===== config.mk =====
export PLATFORM = sky130hd
export DESIGN_NAME = rom_access_arbiter
export DESIGN_NICKNAME = d
export VERILOG_FILES = /design/src/rtl/rom_arb_pkg.sv /design/src/rtl/rom_resp_slot.sv /design/src/rtl/rom_access_arbiter.sv
export SDC_FILE = /design/constraint.sdc
export NUM_CORES = 1
export LEC_CHECK = 0
export CORE_MARGIN = 2
export CORE_UTILIZATION = 37
export CTS_CLUSTER_DIAMETER = 50
export DETAILED_ROUTE_END_ITERATION = 7
export PLACE_DENSITY_LB_ADDON = 0.1
export SYNTH_ARGS = -nofsm -noshare
export SYNTH_HDL_FRONTEND = slang
export SYNTH_SLANG_ARGS = --single-unit

===== constraint.sdc =====
create_clock -name clk -period 2 [get_ports clk]
set_clock_uncertainty 0.1 [all_clocks]
set_input_delay 0.3 -clock clk [delete_from_list [all_inputs] [get_ports clk]]
set_output_delay 0.3 -clock clk [all_outputs]
set_load 0.01 [all_outputs]

===== src/rtl/rom_arb_pkg.sv =====
// Shared constants and address helper for the instruction-ROM arbiter.
package rom_arb_pkg;

  localparam int PORT_IF        = 0;  // IF-stage fetch
  localparam int PORT_MEM       = 1;  // MEM-stage loads from .text
  localparam int MAX_CONSEC_DEF = 4;

  typedef struct packed {
    logic [31:0] idx;  // word index, already masked to the ROM width
    logic        oor;  // address lies beyond the ROM
  } word_idx_t;

  // Byte address -> word index plus out-of-range flag. Bits [1:0] are
  // dropped on purpose: misaligned fetches simply read the containing word.
  function automatic word_idx_t byte_to_word(input logic [63:0] addr,
                                             input int rom_bits);
    word_idx_t   r;
    logic [63:0] mask;
    mask  = (64'd1 << rom_bits) - 64'd1;
    r.idx = 32'((addr >> 2) & mask);
    r.oor = (addr >> (rom_bits + 2)) != 64'd0;
    return r;
  endfunction

endpackage


===== src/rtl/rom_resp_slot.sv =====
// One registered response slot with valid/ready hold and flush.
module rom_resp_slot #(
  parameter int DATA_BITS = 32
) (
  input  logic                 clk,
  input  logic                 rst_n,
  input  logic                 load,
  input  logic [DATA_BITS-1:0] load_data,
  input  logic                 load_err,
  input  logic                 flush,
  input  logic                 resp_ready,
  output logic                 resp_valid,
  output logic [DATA_BITS-1:0] resp_data,
  output logic                 resp_err,
  output logic                 free
);

  // The slot can accept a new word when empty or being drained this cycle.
  assign free = !resp_valid || resp_ready;

  // Flush beats a concurrent consume; a load refills back-to-back.
  always_ff @(posedge clk) begin
    if (!rst_n) begin
      resp_valid <= 1'b0;
      resp_data  <= '0;
      resp_err   <= 1'b0;
    end else if (flush) begin
      resp_valid <= 1'b0;
    end else if (load) begin
      resp_valid <= 1'b1;
      resp_data  <= load_data;
      resp_err   <= load_err;
    end else if (resp_valid && resp_ready) begin
      resp_valid <= 1'b0;
    end
  end

endmodule


===== src/rtl/rom_access_arbiter.sv =====
// Two-port arbiter in front of a combinational instruction ROM.
// Port 1 (MEM) has fixed priority; a consecutive-grant counter guarantees
// port 0 (IF) a turn after MAX_CONSEC port-1 wins while it waits.
module rom_access_arbiter
  import rom_arb_pkg::*;
#(
  parameter int ADDR_BITS     = 32,
  parameter int ROM_ADDR_BITS = 10,
  parameter int DATA_BITS     = 32,
  parameter int MAX_CONSEC    = MAX_CONSEC_DEF
) (
  input  logic                     clk,
  input  logic                     rst_n,
  input  logic                     p0_req_valid,
  input  logic [ADDR_BITS-1:0]     p0_req_addr,
  output logic                     p0_req_ready,
  output logic                     p0_resp_valid,
  output logic [DATA_BITS-1:0]     p0_resp_data,
  output logic                     p0_resp_err,
  input  logic                     p0_resp_ready,
  input  logic                     p0_flush,
  input  logic                     p1_req_valid,
  input  logic [ADDR_BITS-1:0]     p1_req_addr,
  output logic                     p1_req_ready,
  output logic                     p1_resp_valid,
  output logic [DATA_BITS-1:0]     p1_resp_data,
  output logic                     p1_resp_err,
  input  logic                     p1_resp_ready,
  output logic [ROM_ADDR_BITS-1:0] rom_addr,
  output logic                     rom_sel,
  input  logic [DATA_BITS-1:0]     rom_dout
);

  localparam int CW = $clog2(MAX_CONSEC + 1);

  logic [1:0]     free, elig, grant;
  logic [CW-1:0]  consec;
  logic           starved;
  word_idx_t      w;
  logic [DATA_BITS-1:0] load_data;

  // Eligibility and grant; forcing elig low in reset keeps every
  // combinational output at 0 while rst_n is low.
  always_comb begin
    elig[PORT_MEM] = rst_n && p1_req_valid && free[PORT_MEM];
    elig[PORT_IF]  = rst_n && p0_req_valid && free[PORT_IF] && !p0_flush;
    starved        = (consec == CW'(MAX_CONSEC));
    grant[PORT_IF]  = elig[PORT_IF] && (!elig[PORT_MEM] || starved);
    grant[PORT_MEM] = elig[PORT_MEM] && !grant[PORT_IF];
  end

  assign p0_req_ready = grant[PORT_IF];
  assign p1_req_ready = grant[PORT_MEM];

  // ROM drive from the granted port; out-of-range reads return zero.
  always_comb begin
    w = byte_to_word(64'(grant[PORT_MEM] ? p1_req_addr : p0_req_addr),
                     ROM_ADDR_BITS);
    rom_sel   = |grant;
    rom_addr  = rom_sel ? w.idx[ROM_ADDR_BITS-1:0] : '0;
    load_data = w.oor ? '0 : rom_dout;
  end

  // Count port-1 wins while port 0 is waiting; saturate at MAX_CONSEC.
  always_ff @(posedge clk) begin
    if (!rst_n)
      consec <= '0;
    else if (grant[PORT_IF] || !elig[PORT_IF])
      consec <= '0;
    else if (grant[PORT_MEM] && !starved)
      consec <= consec + CW'(1);
  end

  rom_resp_slot #(.DATA_BITS(DATA_BITS)) u_slot_if (
    .clk        (clk),
    .rst_n      (rst_n),
    .load       (grant[PORT_IF]),
    .load_data  (load_data),
    .load_err   (w.oor),
    .flush      (p0_flush),
    .resp_ready (p0_resp_ready),
    .resp_valid (p0_resp_valid),
    .resp_data  (p0_resp_data),
    .resp_err   (p0_resp_err),
    .free       (free[PORT_IF])
  );

  rom_resp_slot #(.DATA_BITS(DATA_BITS)) u_slot_mem (
    .clk        (clk),
    .rst_n      (rst_n),
    .load       (grant[PORT_MEM]),
    .load_data  (load_data),
    .load_err   (w.oor),
    .flush      (1'b0),
    .resp_ready (p1_resp_ready),
    .resp_valid (p1_resp_valid),
    .resp_data  (p1_resp_data),
    .resp_err   (p1_resp_err),
    .free       (free[PORT_MEM])
  );

endmodule

After elaboration in Yosys (flattened, before gate mapping)
Cells that the tools add are included.

storage, ports and cells
  flip-flop bits (word level) = 71
  input bits = 103
  output and inout port bits = 81
  word-level logic and storage cells = 46

operators by class
  add/subtract/negate cells = 1
  eq/ne operators = 1
  multiplexer cells = 7
  bitwise gates (word level) = 2
  reduce and logical (&&, ||, !) cells = 28

operators by type and width
  kind                                          number
  2-to-1 mux 32 bit                             2
  nonzero test 64 bit                           1
  logical AND 1 bit                             10
  2-to-1 mux 10 bit                             1
  logical NOT 1 bit                             7
  OR reduction 2 bit                            3
  logical OR 1 bit                              4
  2-to-1 mux 1 bit                              4
  nonzero test 2 bit                            2
  adder 3 x 1 -> 3 bit (second input constant)  1
  == test 3 bit (second input constant)         1
  NOT 1 bit                                     2
  AND reduction 2 bit                           1

Longest topological paths before layout
Gate-level depths: netlist of the first run.

  word-level depth = 11
  depth in mapped cells = 9
  gate-level depth less buffers = 7

By module
From an unflattened synthesis of the first run, not the netlist that was laid out.

second synthesis, totals
  cell total of the unflattened synthesis = 408
  area total of the unflattened synthesis = 3626.0 um2

by module, submodules not included
  module              instances  cells each  area an instance (um2)
  rom_resp_slot       2          149         1406.3
  rom_access_arbiter  1          110         813.3

Worst setup path after synthesis of the first run
Ideal clock, no wire load.

  path type = reg2out
  start = register u_slot_if.resp_valid
  end = output rom_addr[0]
  arrival time = 1533 ps
  required time = 1600 ps
  setup slack = 67 ps
  cell stages (with the launch flop) = 8
  path buffers = 3
  path through = dfxtp_1 nor2b_1 or3_1 buf_2 buf_2 buf_2 nand3_1 a21oi_1

between the ends
  word-level cells in the longest chain between the ends = 9

ends and longest elaborated chain
  item                                                            line                                                text
  from (decl)                                                     rom_resp_slot.sv:12                                 output logic resp_valid,
  from (signal assigned)                                          rom_resp_slot.sv:24                                 resp_valid <= 1'b0;
  from (signal assigned)                                          rom_resp_slot.sv:28                                 resp_valid <= 1'b0;
  from (signal assigned)                                          rom_resp_slot.sv:30                                 resp_valid <= 1'b1;
  logical NOT 1 bit (*)                                           rom_resp_slot.sv:19                                 assign free = !resp_valid || resp_ready;
  logical OR 1 bit (*)                                            rom_resp_slot.sv:19
  logical AND 1 bit (*) (2 in a row)                              rom_access_arbiter.sv:46                            elig[PORT_IF] = rst_n && p0_req_valid && free[PORT_IF] && !p0_flush;
  logical AND 1 bit (*)                                           rom_access_arbiter.sv:48                            grant[PORT_IF] = elig[PORT_IF] && (!elig[PORT_MEM] || starved);
  logical NOT 1 bit                                               rom_access_arbiter.sv:49                            grant[PORT_MEM] = elig[PORT_MEM] && !grant[PORT_IF];
  logical AND 1 bit                                               rom_access_arbiter.sv:49
  2-to-1 mux 32 bit / OR reduction 2 bit (equally long branches)  rom_access_arbiter.sv:57, rom_access_arbiter.sv:59
  2-to-1 mux 10 bit (*)                                           rom_access_arbiter.sv:60                            rom_addr = rom_sel ? w.idx[ROM_ADDR_BITS-1:0] : '0;
  to (decl)                                                       rom_access_arbiter.sv:29                            output logic [ROM_ADDR_BITS-1:0] rom_addr,

Mark *: on every way between the ends. The rest lies on a longest branch, timed or not.

Worst setup path after layout of the first run
  start = register consec[1]
  end = output rom_addr[1]

between the ends
  word-level cells in the longest chain between the ends = 7

ends and longest elaborated chain
  item                                                            line                                                text
  from (decl)                                                     rom_access_arbiter.sv:37                            logic [CW-1:0] consec;
  from (signal assigned)                                          rom_access_arbiter.sv:71                            consec <= consec + CW'(1);
  == test 3 bit (*)                                               rom_access_arbiter.sv:47                            starved = (consec == CW'(MAX_CONSEC));
  logical OR 1 bit (*)                                            rom_access_arbiter.sv:48
  logical AND 1 bit (*)                                           rom_access_arbiter.sv:48
  logical NOT 1 bit                                               rom_access_arbiter.sv:49
  logical AND 1 bit                                               rom_access_arbiter.sv:49
  2-to-1 mux 32 bit / OR reduction 2 bit (equally long branches)  rom_access_arbiter.sv:57, rom_access_arbiter.sv:59
  2-to-1 mux 10 bit (*)                                           rom_access_arbiter.sv:60

Marked as above.

==> flow_summary.ini, run 1 <==
[finish]
drive_gt1_share_pct = 16.7
area_growth_pct = 81.3
nets = 639
most-common-layout-cells = clkdlybuf4s50_1 (162), dfxtp_1 (69), nand2_1 (66)
antennaDiodeCount = 0
layout_commonest_cell = clkdlybuf4s50_1

[sta]
finalWorstSetupSlack_ns = -0.133
fmax_mhz = 469
min_period_ns = 2.13
worstMarginPinSlew_ns = 0.701
rsz0062_at_grt = yes
setup_viol = 11
hold_violations = 0
max_slew_margin_pct = 53.3
finalCritPeriodShare_pct = 107
finalSetupTns_ns = -1.18
final_max_slew_viol_count = 0

[grt]
grt_max_degree = 67
antenna_found_initial = 0
grtUsageTotal_pct = 23.7
grt_overflow_total = 0
grt_pass1_wl_um = 16400
grt_pass1_vias = 3375

[logic_synthesis]
netlist_area_mm2 = 0.00296
ys_warn_count = 0
ys_ff_latch = 71
yosysUniqueCellTypes = 28
syn_avg_cell_area_um2 = 8.55
yosysSeqAreaShare_pct = 48.1
synth_nets = 451
syn_inst = 346

[clocking]
cts.sinks = 71
cts_tree = yes
h-tree-depth = 3
cts_root_buf = clkbuf_8
clk_pin_slew_worst_paths_ns = 0.07
insertion_delay_ns = 0.33
clock_path_buffers = 2
cts_buffers = 9

[min_path]
min_path_type = in -> reg
holdPathEnd = u_slot_if.resp_valid
min_path_cells = 3
hold_start = p0_flush

[pwr]
p_total_mw = 3.12
powerDensity_mw_per_mm2 = 581
leakage_nw = 2.02
ir_drop_mv = 0.369

[route]
dr_total_vias = 3472
first_iter_violations = 190
route.met3.wl_um = 891
vias_per_cell = 5.42
route.antenna.remaining_nets = 0
met2RoutedLength_um = 5590
met1_length_um = 4400
wl_per_cell_um = 17.3
top_layer = met4
wl_um = 11100
drcViolationCount = 0
drt_pre_antenna_iters = 5

[placement]
place.gp.congestion = 0.774
io_buffer_count = 179
place_ws_ns = -0.768
detailed_place_hpwl_um = 7130

[floorplan]
initial_utilization_pct = 38.3
placementRows = 32
dieArea_mm2 = 0.00873
pin_count = 184
core-area_mm2 = 0.00773
chipHeight_um = 93.4
dieWidth_um = 93.4

[run_status]
status = complete, but fails checks
violations = negative setup slack

[critical_path]
worstSetupPathType = reg -> out
critPathMaxFanout = 5
max_stage_delay_ns = 0.33
r2r_start = consec[1]
rrSetupSlack_ns = 0.09
worst-path-buf-inv = 4
path_cells = inv_2 -> ha_4 -> nand2_4 -> buf_4 -> nor3_4 -> buf_4 -> o21ai_0 -> a21oi_1 -> buf_2
r2r_cells = 8
endpoint_kind = output port
start_kind = flip-flop
path_delay_family = buffers and inverters
crit_required_ns = 1.60
timing.rr.end = u_slot_mem.resp_data[1]
cpMostUsedCell = buf_4
cp_slowest_cell = dfxtp_2
crit_arrival_ns = 1.73

[run]
cap_violations = 0
==> stage by stage <==
| step | utilization [%] | hold WS [ns] | instance area [um^2] | instances |
|---|---|---|---|---|
| 2_1_floorplan | - | 0.277 | 2960 | 346 |
| 3_3_place_gp | 63.8 | 0.354 | 4930 | 614 |
| 3_5_place_dp | 63.8 | 0.363 | 4930 | 614 |
| 4_1_cts | 68.3 | 0.256 | 5280 | 639 |
| 5_1_grt | 69.4 | 0.260 | 5360 | 641 |
| 6_report | 69.4 | 0.277 | 5360 | 641 |
==> worst register-to-register path: cells and delay by family, from the launching register on <==
kind                       cells  cell delay, ns
AOI/OAI and AO/OA              1            0.23
and+or+nand+nor                3            0.49
buffers and inverters          3            0.57
DFF                            1            0.33
adders and majority gates      1            0.14
==> worst max-delay path by stage <==
stage | startpoint | to | slack, ns | cells after the start
floorplan | u_slot_if.resp_valid | rom_addr[0] | 0.07 | 7
global placement | p0_flush | rom_addr[0] | -0.70 | 6
detailed placement | p0_flush | rom_addr[4] | -0.77 | 6
CTS | consec[1] | rom_addr[4] | -0.17 | 9
global route | consec[1] | rom_addr[1] | -0.22 | 9
finish | consec[1] | rom_addr[1] | -0.13 | 9
==> kinds of logic after synthesis <==
group | synth area share, %
simple gates | 22.8
compound gates | 22.2
flops | 48.1
buf+inv | 5.80
fa+ha+maj | 0.846
xor+xnor | 0.296
==> cells in the mapped netlist <==
master     n  area (um^2)
dfxtp_1   71         1420
nand2_1   68          255
a32o_1    32          320
and3_1    32          200
o22ai_1   32          200
clkbuf_1  19         71.3
buf_2     14         70.1
a21oi_1   13         65.1
nand3_1   13         65.1
nor4_1    10         62.6
o21ai_0   10         50.1
nor2_1     8         30.0
inv_1      4         15.0
and2_1     2         12.5
buf_1      2         7.51
ha_1       2         25.0
inv_2      2         7.51
nor3_1     2         10.0
a211oi_1   1         7.51
a311oi_1   1         8.76
nand2_2    1         6.26
nand2b_1   1         6.26
nand3b_1   1         7.51
nor2b_1    1         6.26
o21ai_1    1         5.00
or2_1      1         6.26
or3_1      1         6.26
xnor2_1    1         8.76
==> layout make-up <==
type	count	area, um^2
repair buffers	212	2060
flip-flops and latches	71	1420
well taps	102	128
clock buffers	11	141
inverters	6	22.5
clock inverters	5	81.3
multi-input cells	234	1500
fillers	625	2360
==> sequential cells by signal, indices dropped and copies added, names as in the netlist <==
name                   cells
u_slot_if.resp_data       32
u_slot_mem.resp_data      32
consec                     3
u_slot_if.resp_err         1
u_slot_if.resp_valid       1
u_slot_mem.resp_err        1
u_slot_mem.resp_valid      1
==> routing by layer <==
metal / up-vias / GRT usage (%)
met1: 1669 / 26.3
met5: - / 0
met3: 16 / 7.33
met4: 0 / 7.48
met2: 145 / 42.9
li1: 1642 / -
==> report_power, final <==
part           internal (mW)  switching, mW
logic                  0.256          0.180
registers               1.42        0.00221
clock network          0.737          0.526
total                   2.41          0.708
==> repair_timing <==
action	in CTS	in global routing
resized for setup	80	21
endpoints found under the setup margin	46	30
gates cloned	0	2
hold buffers	0	0
buffers inserted	9	0
pin swaps	10	6
endpoints found under the hold margin	0	0
Power figures use the tool's default switching activity.
==> run 2, diff against run 1 <==
CORE_ASPECT_RATIO = 1.5   (was unset)
CTS_CLUSTER_SIZE = 40   (was unset)
PLACE_DENSITY = 0.89   (was unset)
PLACE_DENSITY_LB_ADDON = unset   (was 0.1)
==> run 2 against run 1 <==
Net effect: the run still ends with negative setup slack left; utilization rose by 6.1 points; count of clock-buffer cells in the layout is 2 higher; worst hold slack worse by 0.069 ns; sequential power hardly changed; cell count grew 2.0%.
==> flow_summary.ini, run 2 (same netlist as run 1, synthesis figures left out) <==
[run_status]
status = complete, but fails checks
violations = negative setup slack

[floorplan]
chipHeight_um = 114
dieWidth_um = 77
core-area_mm2 = 0.00771
pin_count = 184
dieArea_mm2 = 0.00874
placementRows = 39
initial_utilization_pct = 38.4

[critical_path]
rrSetupSlack_ns = -0.12
startpoint = consec[1]
endpoint_kind = output port
timing.rr.end = u_slot_mem.resp_data[16]
critPathMaxFanout = 5
path_cells = inv_2 -> ha_4 -> nand2_4 -> nor3_4 -> buf_6 -> buf_4 -> o21ai_4 -> a21oi_2 -> buf_2
max_stage_delay_ns = 0.32
r2r_start = consec[1]
r2r_cells = 9
worstSetupPathType = reg -> out
crit_arrival_ns = 1.80
crit_required_ns = 1.60
start_kind = flip-flop
endpoint = rom_addr[7]
cp_slowest_cell = dfxtp_2

[route]
drt_pre_antenna_iters = 5
wl_um = 13800
drcViolationCount = 0
wl_per_cell_um = 21.2
vias_per_cell = 5.75
first_iter_violations = 236
dr_total_vias = 3758
route.antenna.remaining_nets = 0

[finish]
finalNonFillerCells = 654
antennaDiodeCount = 0
nets = 652
finalCoreUtilization_pct = 75.5
layout_commonest_cell = clkdlybuf4s50_1
area_growth_pct = 96.8
drive_gt1_share_pct = 21.9
most-common-layout-cells = clkdlybuf4s50_1 (163), dfxtp_1 (69), nand2_1 (66)
largestRegisters = u_slot_if.resp_data x32, u_slot_mem.resp_data x32, consec x3

[clocking]
cts.sinks = 71
cts_tree = yes
h-tree-depth = 3
insertion_delay_ns = 0.32
clock_path_buffers = 2
clk_pin_slew_worst_paths_ns = 0.06
cts_root_buf = clkbuf_16
ctsHoldBuffers = 0
cts_buffers = 9

[run]
cap_violations = 0

[pwr]
ir_drop_mv = 0.529
powerDensity_mw_per_mm2 = 583
leakage_nw = 2.19

[placement]
io_buffer_count = 179
place.gp.congestion = 0.846
dp_cells = 610
detailed_place_hpwl_um = 8280
place_ws_ns = -0.727

[sta]
hold_violations = 0
worstMarginPinSlew_ns = 0.704
finalCritPeriodShare_pct = 110
setup_viol = 60
hold_ws_ns = 0.208
fmax_mhz = 454
rsz0062_at_grt = yes
finalWorstSetupSlack_ns = -0.202
final_max_slew_viol_count = 0
min_period_ns = 2.20
max_slew_margin_pct = 53.1

[min_path]
min_path_type = in -> reg

[grt]
grtUsageTotal_pct = 27.9
grt_max_degree = 67
grt_pass1_wl_um = 19000
antenna_found_initial = 0
grt_overflow_total = 0
grt_pass1_vias = 3673
-- run 2: cell types whose count changed in the layout (fill, tap and decap cells not counted), moves of 3 or more --
cell       previous run  this run
buf_12                1        10
buf_4                25        21
clkbuf_8             10         2
o22ai_2               0         6
clkbuf_16             1        14
buf_2                11        14
o22ai_1              32        26
nand3_4               0         3
a21oi_1              11         4
a21oi_2               2         9
-- run 2: through the flow --
stage               TNS (ns)  cell area, um^2  power (mW)
floorplan                  0             2960        1.58
global placement      -35.10             4920        1.86
detailed placement    -39.02             4920        1.87
CTS                    -1.35             5440        3.34
global route           -8.89             5820        3.49
finish                 -6.10             5820        3.39
-- run 2: cell type report --
| cell class | instances | area, um^2 |
|---|---|---|
| Clock inverter | 3 | 17.5 |
| Clock buffer | 13 | 260 |
| Sequential cell | 71 | 1420 |
| Timing Repair Buffer | 225 | 2350 |
| Fill cell | 525 | 1890 |
| Inverter | 6 | 22.5 |
| Tap cell | 102 | 128 |
| Multi-Input combinational cell | 234 | 1620 |
-- run 2: worst min path at each step --
stage,startpoint,end,slack [ns],depth (start not counted)
after floorplan,p0_flush,u_slot_if.resp_valid,0.28,1
after CTS,p0_flush,u_slot_if.resp_valid,0.20,2
final,p0_flush,u_slot_if.resp_valid,0.21,2
after global routing,p0_flush,u_slot_if.resp_valid,0.22,2
after global placement,u_slot_if.resp_data[1],u_slot_if.resp_data[1],0.35,2
after detailed placement,u_slot_if.resp_data[14],u_slot_if.resp_data[14],0.36,2
-- run 2: per-layer routing --
layer	global-route usage, %	share of wire (%)	up-vias
met2	51.0	52	232
met5	0	0	-
li1	-	-	1677
met1	25.9	33	1792
met4	18.1	6.0	0
met3	9.89	9.0	57
-- run 2: power breakdown --
group          switching (mW)  leakage [nW]  total, mW  internal [mW]
sequential            0.00263         0.573       1.42           1.42
clock                   0.558         0.136       1.46          0.903
combinational           0.216          1.48      0.511          0.294
-- run 2: repair_timing --
item                                    in CTS  in global routing
pin swaps                                   18                  6
buffers inserted                            12                  5
gates cloned                                 2                  9
endpoints found under the setup margin      67                 67
resized for setup                           97                 33
-- run 2: worst max-delay path, delay by kind of cell, from the launching register on --
family	cells	cell delay, ns
compound gates	2	0.25
simple gates	2	0.28
flops	1	0.32
fa+ha+maj	1	0.14
buf+inv	4	0.50
==> run 3, diff against run 2 <==
CTS_CLUSTER_SIZE = 16   (was 40)
PLACE_DENSITY = 0.81   (was 0.89)
==> run 3 against run 2 <==
Net effect: the run still ends with negative setup slack left; worst setup slack barely moved; via count decreased by 3.8%; clock power grew 5%; utilization shrank 0.16 points; critical path type unchanged; largest cell class unchanged; highest routed layer unchanged.
==> flow_summary.ini, run 3 (same netlist as run 1, synthesis figures left out) <==
[sta]
setup_viol = 24
fmax_mhz = 454
finalWorstSetupSlack_ns = -0.202
max_slew_margin_pct = 52.0
min_period_ns = 2.20
hold_ws_ns = 0.150
worstMarginPinSlew_ns = 0.720
final_max_slew_viol_count = 0
hold_violations = 0
finalCritPeriodShare_pct = 110
rsz0062_at_grt = yes

[placement]
io_buffer_count = 179
detailed_place_hpwl_um = 7730
place.gp.congestion = 0.787
dp_cells = 613
place_ws_ns = -0.757

[floorplan]
initial_utilization_pct = 38.4
dieWidth_um = 77
pin_count = 184
core-area_mm2 = 0.00771
chipHeight_um = 114
dieArea_mm2 = 0.00874
placementRows = 39

[finish]
area_growth_pct = 96.4
antennaDiodeCount = 0
nets = 645
most-common-layout-cells = clkdlybuf4s50_1 (162), dfxtp_1 (70), nand2_1 (50)
layout_commonest_cell = clkdlybuf4s50_1
drive_gt1_share_pct = 24.6
nFillCells = 549
largestRegisters = u_slot_if.resp_data x32, u_slot_mem.resp_data x32, consec x3
finalNonFillerCells = 646

[clocking]
clk_pin_slew_worst_paths_ns = 0.06
cts_root_buf = clkbuf_16
cts_buffers = 9
h-tree-depth = 3
cts.sinks = 71
cts_tree = yes
insertion_delay_ns = 0.32
clock_path_buffers = 2

[route]
wl_um = 13300
vias_per_cell = 5.60
wl_per_cell_um = 20.5
drcViolationCount = 0
route.antenna.remaining_nets = 0
dr_total_vias = 3615
drt_pre_antenna_iters = 4
first_iter_violations = 160

[critical_path]
endpoint_kind = output port
critPathMaxFanout = 7
start_kind = flip-flop
worstSetupPathType = reg -> out
crit_required_ns = 1.60
crit_arrival_ns = 1.80

[grt]
grt_use_met2_pct = 44.7
grt_util_met3_pct = 8.94
grt_overflow_total = 0
grt_pass1_vias = 3625
grt_pass1_wl_um = 17800
grt-busiest-layer = met2
use_met1_pct = 25.3
grtUsageTotal_pct = 25.6
antenna_found_initial = 0
grt_max_degree = 68

[run]
cap_violations = 0

[pwr]
ir_drop_mv = 0.579
leakage_nw = 2.19
powerDensity_mw_per_mm2 = 596

[min_path]
min_path_type = in -> reg

[run_status]
violations = negative setup slack
status = complete, but fails checks
run 3: path summary, 6_finish.rpt:
path                            slack [ns]  depth (start not counted)                     from                      end
worst min-delay path                  0.15                          2                 p0_flush     u_slot_if.resp_valid
worst max register to register       -0.06                         11                consec[1]   u_slot_if.resp_data[3]
worst min register to register        0.37                          2  u_slot_if.resp_data[10]  u_slot_if.resp_data[10]
worst max-delay path                 -0.20                          8                consec[1]              rom_addr[4]
run 3: timing repair:
| item | CTS | global route |
|---|---|---|
| gates cloned | 2 | 9 |
| hold buffers | 0 | 0 |
| pin swaps | 17 | 13 |
| endpoints found under the setup margin | 80 | 79 |
| hold endpoints to repair | 0 | 0 |
| buffers inserted | 5 | 4 |
| gates resized for setup | 90 | 62 |
run 3: through the flow:
| stage | setup TNS (ns) | power [mW] | instance area, um^2 | util, % |
|---|---|---|---|---|
| detailed placement | -40.36 | 1.86 | 4930 | 63.9 |
| floorplan | 0 | 1.58 | 2960 | - |
| global route | -3.80 | 3.56 | 5810 | 75.3 |
| CTS | -1.55 | 3.39 | 5360 | 69.5 |
| global placement | -34.93 | 1.85 | 4930 | 63.9 |
| finish | -2.10 | 3.46 | 5810 | 75.3 |
run 3: cell type report:
class / count / area [um^2] / share of cell area, %
multi-input combinational: 234 / 1690 / 29.1
timing repair buffer: 218 / 2260 / 38.9
clock buffer: 9 / 225 / 3.88
clock inverter: 6 / 61.3 / 1.06
inverter: 6 / 22.5 / 0.388
tap: 102 / 128 / 2.20
sequential: 71 / 1420 / 24.5
run 3: power breakdown:
group | internal [mW] | total (mW) | switching, mW | leakage (nW)
Combinational | 0.287 | 0.503 | 0.216 | 1.48
Sequential | 1.42 | 1.42 | 0.00309 | 0.573
Clock | 0.954 | 1.53 | 0.580 | 0.141
run 3: critical path, cell delays in order, from the launching register on:
cell	delay [ns]
dfxtp_2	0.32
inv_2	0.07
ha_4	0.15
nand2_4	0.07
or3_4	0.39
buf_8	0.17
nand3_2	0.09
a21oi_2	0.07
buf_2	0.16
run 3: per-layer routing:
layer / up-vias / part of all wire [%]
li1: 1669 / -
met1: 1697 / 35
met2: 193 / 51
met3: 56 / 8.0
met4: 0 / 6.1
met5: - / 0
